[config.mk]
export PLATFORM = sky130hd
export DESIGN_NAME = btn_speed_tick
export DESIGN_NICKNAME = d
export VERILOG_FILES = /design/src/rtl/btn_speed_pkg.sv /design/src/rtl/debounce.sv /design/src/rtl/btn_speed_tick.sv
export SDC_FILE = /design/constraint.sdc
export NUM_CORES = 1
export LEC_CHECK = 0
export ABC_CLOCK_PERIOD_IN_PS = 2270
export CAP_MARGIN = 20
export CORE_ASPECT_RATIO = 1.4
export CORE_MARGIN = 4
export CORE_UTILIZATION = 45
export DETAILED_ROUTE_END_ITERATION = 10
export GPL_ROUTABILITY_DRIVEN = 0
export PLACE_DENSITY_LB_ADDON = 0.1
export SYNTH_ARGS = -nofsm -noshare
export SYNTH_HDL_FRONTEND = slang
export SYNTH_SLANG_ARGS = --single-unit
[constraint.sdc]
create_clock -name CLK -period 2.27 [get_ports CLK]
set_input_delay 0.3405 -clock CLK [delete_from_list [all_inputs] [get_ports CLK]]
set_output_delay 0.3405 -clock CLK [all_outputs]
set_load 0.005 [all_outputs]
[src/rtl/btn_speed_pkg.sv]
// Shared types for the button-driven blink speed selector.
// Speed states and counter widths used by the tick and debounce logic.
package btn_speed_pkg;

  localparam int SPEED_W = 2;
  localparam int CNT_W   = 32;

  typedef enum logic [SPEED_W-1:0] {
    S0 = 2'd0,
    S1 = 2'd1,
    S2 = 2'd2,
    S3 = 2'd3
  } speed_e;

  function automatic speed_e next_speed(
    input speed_e s
  );
    speed_e n;
    n = S0;
    unique case (s)
      S0: n = S1;
      S1: n = S2;
      S2: n = S3;
      S3: n = S0;
    endcase
    return n;
  endfunction

endpackage

[src/rtl/debounce.sv]
// Two-flop synchroniser plus counting debouncer for a bouncy input.
// rise_pulse marks the first cycle after the debounced level goes high.
module debounce
  import btn_speed_pkg::*;
#(
  parameter logic [31:0] CYCLES = 32'd500000
) (
  input  logic CLK,
  input  logic RST_N,
  input  logic din,
  output logic dout,
  output logic rise_pulse
);

  logic             s1;
  logic             s2;
  logic             dout_q;
  logic [CNT_W-1:0] db_cnt;

  always_ff @(posedge CLK or negedge RST_N) begin
    if (!RST_N) begin
      s1     <= 1'b0;
      s2     <= 1'b0;
      dout   <= 1'b0;
      dout_q <= 1'b0;
      db_cnt <= '0;
    end else begin
      s1     <= din;
      s2     <= s1;
      dout_q <= dout;
      if (s2 == dout) begin
        db_cnt <= '0;
      end else if (db_cnt == CYCLES - 32'd1) begin
        dout   <= ~dout;
        db_cnt <= '0;
      end else begin
        db_cnt <= db_cnt + 32'd1;
      end
    end
  end

  assign rise_pulse = dout & ~dout_q;

endmodule

[src/rtl/btn_speed_tick.sv]
// Debounced button steps through four blink speeds; emits a one-cycle
// tick every period+1 cycles at the selected speed.
module btn_speed_tick
  import btn_speed_pkg::*;
#(
  parameter logic [31:0] DEBOUNCE_CYCLES = 32'd500000,
  parameter logic [31:0] PERIOD0         = 32'd16499999,
  parameter logic [31:0] PERIOD1         = 32'd6499999,
  parameter logic [31:0] PERIOD2         = 32'd3499999,
  parameter logic [31:0] PERIOD3         = 32'd1499999
) (
  input  logic        CLK,
  input  logic        RST_N,
  input  logic        btn,
  output logic        tick,
  output logic        btn_pressed,
  output logic [1:0]  speed_sel,
  output logic [31:0] period
);

  speed_e           state;
  logic [CNT_W-1:0] cnt;
  logic             db_level;
  logic             db_rise;
  logic             adv;

  debounce #(
    .CYCLES(DEBOUNCE_CYCLES)
  ) u_db (
    .CLK       (CLK),
    .RST_N     (RST_N),
    .din       (btn),
    .dout      (db_level),
    .rise_pulse(db_rise)
  );

  assign adv       = db_rise & db_level;
  assign speed_sel = state;

  always_comb begin
    period = PERIOD0;
    unique case (1'b1)
      (state == S0): period = PERIOD0;
      (state == S1): period = PERIOD1;
      (state == S2): period = PERIOD2;
      (state == S3): period = PERIOD3;
    endcase
  end

  // A speed change restarts the count and drops any tick due that cycle.
  always_ff @(posedge CLK or negedge RST_N) begin
    if (!RST_N) begin
      state       <= S0;
      btn_pressed <= 1'b0;
      tick        <= 1'b0;
      cnt         <= '0;
    end else if (adv) begin
      state       <= next_speed(state);
      btn_pressed <= 1'b1;
      tick        <= 1'b0;
      cnt         <= '0;
    end else begin
      btn_pressed <= 1'b0;
      if (cnt == period) begin
        cnt  <= '0;
        tick <= 1'b1;
      end else begin
        cnt  <= cnt + 32'd1;
        tick <= 1'b0;
      end
    end
  end

endmodule

# Word-level counts from Yosys, hierarchy flattened
# Index checks and enable logic that the tools add are counted.
dict set report op_classes {
  n_addsub 2
  n_mul 0
  n_div 0
  n_lt_le_gt_ge 0
  n_eq_ne 6
  n_shift 0
  n_mux 9
  n_bitwise 5
  reduce_logical 2
}
# cell count
set op_table {}
lappend op_table {{$mux W32} 4}
lappend op_table {{$pmux W32 S4} 1}
lappend op_table {{$add A32 B1 Y32 const B} 2}
lappend op_table {{$eq A32 B19 Y1 const B} 1}
lappend op_table {{$eq A32 B32 Y1} 1}
lappend op_table {{$pmux W2 S4} 1}
lappend op_table {{$eq A2 B2 Y1 const B} 2}
lappend op_table {{$mux W1} 3}
lappend op_table {{$not A1 Y1} 3}
lappend op_table {{$and A1 B1 Y1} 2}
lappend op_table {{$eq A2 B1 Y1 const B} 1}
lappend op_table {{$logic_not A2 Y1} 1}
lappend op_table {{$reduce_and A2 Y1} 1}
lappend op_table {{$eq A1 B1 Y1} 1}
dict set report word_totals {
  reg_bits 72
  latch_bits 0
  mem_bits_rw 0
  romBits 0
  in_bits 3
  output_inout_bits 36
  memories 0
}

# Depth between registers and ports, before layout
dict set report depth {
  depth_word 5
  mapped_depth 8
  depth_no_buf 7
}

# By module
# Synthesis repeated with hierarchy kept, for this count alone.
dict set report unflattened {
  hier_cells 425
  area_unflattened_um2 4050.1
}
# module n_inst cells_each area_per_inst_um2
set by_module_without_submodules {}
lappend by_module_without_submodules {btn_speed_tick 1 230 2157.1}
lappend by_module_without_submodules {debounce 1 195 1893.1}

# Least setup slack after synthesis
# OpenSTA, ideal clock, no wires.
dict set report synth_path {
  path_kind {flip-flop to flip-flop}
  from {register state[1] (netlist: speed_sel[1])}
  to {register cnt[18]}
  t_arrival_ns 1.853
  required_time_ns 2.151
  setup_slack_ns 0.299
  stages_incl_launch_ff 9
  n_path_buf 1
  cell_sequence {dfrtp_1 inv_1 ha_1 inv_1 nor3b_1 o221ai_2 o31ai_4 buf_6 nor2_2}
}
dict set report synth_via {
  elab_chain_cells 5
}
# item line_no
set synth_lines {}
lappend synth_lines {{start: declaration} btn_speed_tick.sv:21} ;# speed_e state;
lappend synth_lines {{start signal: assignment} btn_speed_tick.sv:58} ;# state <= next_speed(state);
lappend synth_lines {{$eq A2 B2 Y1 (tied with other cells)} btn_speed_tick.sv:46} ;# (state == S3): period = PERIOD3;
lappend synth_lines {{$pmux W32 S4 *} btn_speed_tick.sv:42} ;# unique case (1'b1)
lappend synth_lines {{net period[7]} btn_speed_tick.sv:18} ;# output logic [31:0] period
lappend synth_lines {{$eq A32 B32 Y1 *} btn_speed_tick.sv:64} ;# if (cnt == period) begin
lappend synth_lines {{$mux W32 *} btn_speed_tick.sv:64}
lappend synth_lines {{$mux W32 *} btn_speed_tick.sv:57} ;# end else if (adv) begin
lappend synth_lines {{end signal: assignment} btn_speed_tick.sv:68} ;# cnt <= cnt + 32'd1;
lappend synth_lines {{end: declaration} btn_speed_tick.sv:22} ;# logic [CNT_W-1:0] cnt;
# The timed path passes the listed nets; every way through them passes the cells marked *. The select of a mux whose other input is x is not followed.
# A chain may end at the register's enable or synchronous reset.

# Worst setup path after layout
dict set report layout_path {
  from {register state[0] (netlist: speed_sel[0])}
  to {output period[22]}
}
dict set report layout_via {
  elab_chain_cells 2
}
# item line_no
set layout_lines {}
lappend layout_lines {{$eq A2 B2 Y1 (tied with other cells)} btn_speed_tick.sv:46}
lappend layout_lines {{$pmux W32 S4 *} btn_speed_tick.sv:42}
lappend layout_lines {{end: declaration} btn_speed_tick.sv:18}
# Every way passes the cells marked *; elsewhere a longest branch is shown, timed or not. The select of a mux whose other input is x is not followed.

==> impl_summary.md <==
Outcome
The run finished with clean final reports.

Cells and area
The post-layout net count is 450. In the layout the commonest cells are sky130_fd_sc_hd__dfrtp_1 (72), sky130_fd_sc_hd__nor2_1 (58), sky130_fd_sc_hd__xor2_1 (43). The share of layout cells above drive strength 1 is 15.5%. The area growth from synthesis to layout is 17.5%. The filler-free cell count of the finished design is 548. Leaving out fill and tap cells, the most frequent cell in the layout is sky130_fd_sc_hd__dfrtp_1. 0 antenna diodes ended up in the layout. The utilization of the core after routing is 55.3%.

Job
The max-cap violation count is 0.

Worst setup path
The data required time at the worst endpoint is 1930 ps. In this design, the critical path's most frequently occurring cell is sky130_fd_sc_hd__inv_1. The destination of the worst register-to-register timing path is cnt[19]. In this run the worst path has a maximum fanout of 8. The setup path with the least slack is of type reg2out.

STA classifies the critical path endpoint as a primary output. The slowest stage of the critical path is the sky130_fd_sc_hd__clkdlybuf4s50_1 cell. The data arrival time of the worst path is 1830 ps.

The worst setup slack for register-to-register paths is 240 ps. The depth of the worst register-to-register path is 8. In this design, the stage delay of the slowest critical-path cell is 500 ps.

The origin of the critical flop-to-flop path is speed_sel[0]. The signal on the critical path passes through inv_1, ha_2, inv_1, nand2_1, clkdlybuf4s50_1. The worst setup path is launched from a register.

Floorplan
The floorplan step defined a die boundary enclosing 10300 sq um. The height of the die is 118 um. After floorplanning, the core was divided into 39 placement rows. The effective utilization at floorplan is 47.1%.

The chip width is 86.7 um. The core region is 8300 sq um. The top-level port count is 39.

STA
Headroom to the max-slew limit came out at 59.0%. The worst clock skew is 8.66 ps. The post-route minimum period is 2170 ps.

Adding up every negative setup slack in the final design gives 0 ps. The number of max-slew violations in the final report is 0. The final critical-path share of the clock period is 95.5%. The maximum achievable frequency is 461 MHz. The worst hold margin is 348 ps. The final count of negative-setup-slack endpoints is 0.

The number of failing hold endpoints at the final stage came to 0. The worst-margin pin slew is 613 ps. Setup repair after global routing could not meet its margin everywhere.

Synth
The warning count from the yosys run is 0. The post-synthesis sequential area ratio is 46.1%. The total of flip-flops plus latches after synthesis is 72.

The synthesized netlist devotes 1.92% of its cell area to adder and majority cells. The mux contribution to synthesized area is 0.288%. The count of mapped cells out of synthesis is 406.

Dividing the synthesized area by the synthesized cell count gives 9.62 sq um. The area share of xor/xnor cells in the synthesized design is 13.9%. Summing the areas of all compound-gate instances in the mapped netlist gives 2.60% of the synthesized area. By area, the combinational part of the netlist is dominated by simple AND/OR/NAND/NOR gates.

Summing the areas of all and, or, nand and nor instances in the mapped netlist gives 27.7% of the synthesized area. The fraction of registers with async set/reset is 100%. The synthesized area is 3900 sq um.

The number of enable-type register cells in the synthesized netlist is 0. Yosys attributes the largest share of cell area to sky130_fd_sc_hd__dfrtp_1 (46%), sky130_fd_sc_hd__xor2_1 (9.6%), sky130_fd_sc_hd__nor2_1 (5.6%). The largest area contributor in the synthesized netlist is sky130_fd_sc_hd__dfrtp_1. Of the post-synthesis cell area, the dominant cell type holds 46.1%.

For this run, the leading register cell type out of synthesis is sky130_fd_sc_hd__dfrtp_1. After synthesis, the netlist uses 41 different library cells.

Clock network
Buffers inserted during clock tree synthesis total 9. Clock-pin slew was measured on the worst setup and hold paths at 60 ps. The tree is rooted in a sky130_fd_sc_hd__clkbuf_16.

Counting along the longest clock path gives a buffer depth of 2. The number of setup buffers added after CTS is 0. The CTS tree is built.

The clock insertion delay at the later pin of the skew report is 340 ps. In this run the number of H-tree levels came out at 3. The tree built by TritonCTS fans out to 72 sinks.

Drt
Using the TritonRoute via totals, the vias-per-cell ratio works out to 5.26. After detailed routing, the average wire length per cell comes to 14.9 um. The number of DRC violations after detailed routing is 0. The total wirelength of the detailed-routed design is 8.18 mm.

In this run the remaining antenna-violating nets after routing total 0. The violation count after the first detailed-route iteration is 173. The count of vias placed by the detailed router is 2882. The first detailed-routing pass ran for 4 iterations.

Hold path
The origin of the worst min-delay path is u_db.s1. The min-delay analysis places its worst path in the category reg2reg. Along the worst hold path, the cell count comes to 0. The path with the worst hold slack has its endpoint at u_db.s2.

Global route
The total overflow left after global routing is 0. The first global-routing pass estimated 14.7 mm of wire. The pin count of the biggest net entering global routing is 38. Global routing consumed, over all layers together, 18.1% of the routing resources. The number of global-route vias before repair is 2998. The number of antenna violations at the first check in global routing is 0.

Power and ir drop
The power density normalized to cell area is 635 nW/um^2. The worst ir drop on vdd is 481 uV. The static leakage is 2.03 nW. The design draws 2.91 mW.

Placed design
The number of cells after detailed placement is 531. After legalization and detailed placement, the total HPWL measured 6.08 mm. The number of buffer cells added on primary ports is 23.
==> cells by family (layout without fill, tap and decap cells) <==
logic type                 Yosys count  after routing
AOI/OAI and AO/OA                   14             14
xor gates and xnor gates            62             62
adders and majority gates            6              6
buffers and inverters               48             75
DFF                                 72             72
muxes                                1              1
other                                2             15
and+or+nand+nor                    201            201
==> cell usage after synthesis (3+ instances only) <==
cell type and instances:
sky130_fd_sc_hd__inv_1 16, sky130_fd_sc_hd__buf_4 22, sky130_fd_sc_hd__ha_1 6, sky130_fd_sc_hd__a21oi_1 5
sky130_fd_sc_hd__and3_1 11, sky130_fd_sc_hd__clkbuf_1 4, sky130_fd_sc_hd__nor2_1 58, sky130_fd_sc_hd__o21ai_0 4
sky130_fd_sc_hd__xnor2_1 19, sky130_fd_sc_hd__nor4_1 8, sky130_fd_sc_hd__dfrtp_1 72, sky130_fd_sc_hd__nand2_1 20
sky130_fd_sc_hd__nand4_1 26, sky130_fd_sc_hd__xor2_1 43, sky130_fd_sc_hd__buf_2 4, sky130_fd_sc_hd__and4_1 3
sky130_fd_sc_hd__nor3_1 8, sky130_fd_sc_hd__nand3_1 26, sky130_fd_sc_hd__nor2_2 20
==> report_power, final <==
group	switching, mW	leakage, nW	internal, mW
sequential	0.00526	0.985	1.29
clock	0.560	0.151	0.995
combinational	0.0456	0.897	0.0147
==> flip-flops by register name (all words and copies together) (netlist names) <==
name / cells
speed_sel: 2
btn_pressed: 1
u_db.s2: 1
u_db.db_cnt: 32
u_db.dout_q: 1
u_db.dout: 1
u_db.s1: 1
tick: 1
cnt: 32
==> area by class of cell <==
class | instances | area [sq um]
well taps | 102 | 128
inverters | 16 | 60.1
repair buffers | 43 | 380
clock buffers | 10 | 239
fillers | 748 | 3710
flip-flops and latches | 72 | 1800
clock inverters | 6 | 91.3
multi-input cells | 299 | 1890
==> metrics by stage <==
stage               worst slack, ps  instance area (sq um)
floorplan                       299                   3950
global placement                279                   4240
detailed placement              216                   4240
CTS                            13.8                   4580
global route                  -19.1                   4590
finish                          103                   4590
==> metal layers <==
layer	wire [um]	global-route usage, %	vias up
met2	4490	32.0	51
li1	-	-	1412
met3	306	4.73	12
met5	0	0	-
met1	3240	20.6	1407
met4	141	7.02	0
==> critical path, delay by kind of cell, from the launching register on <==
kind | cells | cell delay [ps]
buf+inv | 3 | 710
flops | 1 | 420
fa+ha+maj | 1 | 280
simple gates | 1 | 80
==> how the worst max path moves through the flow <==
stage / start / to / cells past startpoint
2_1_floorplan: speed_sel[1] / cnt[18] / 8
3_3_place_gp: speed_sel[0] / cnt[18] / 8
3_5_place_dp: speed_sel[0] / cnt[19] / 7
4_1_cts: speed_sel[1] / period[18] / 5
5_1_grt: speed_sel[0] / period[22] / 5
6_report: speed_sel[0] / period[22] / 5
==> repair_timing <==
item / CTS / global route
gates resized for setup: 1 / 3
hold endpoints to repair: 34 / 0
endpoints found under the setup margin: 1 / 3
hold buffers: 1 / 0
gates cloned: 0 / 0
Note: power is estimated with default switching activity, not from simulation.
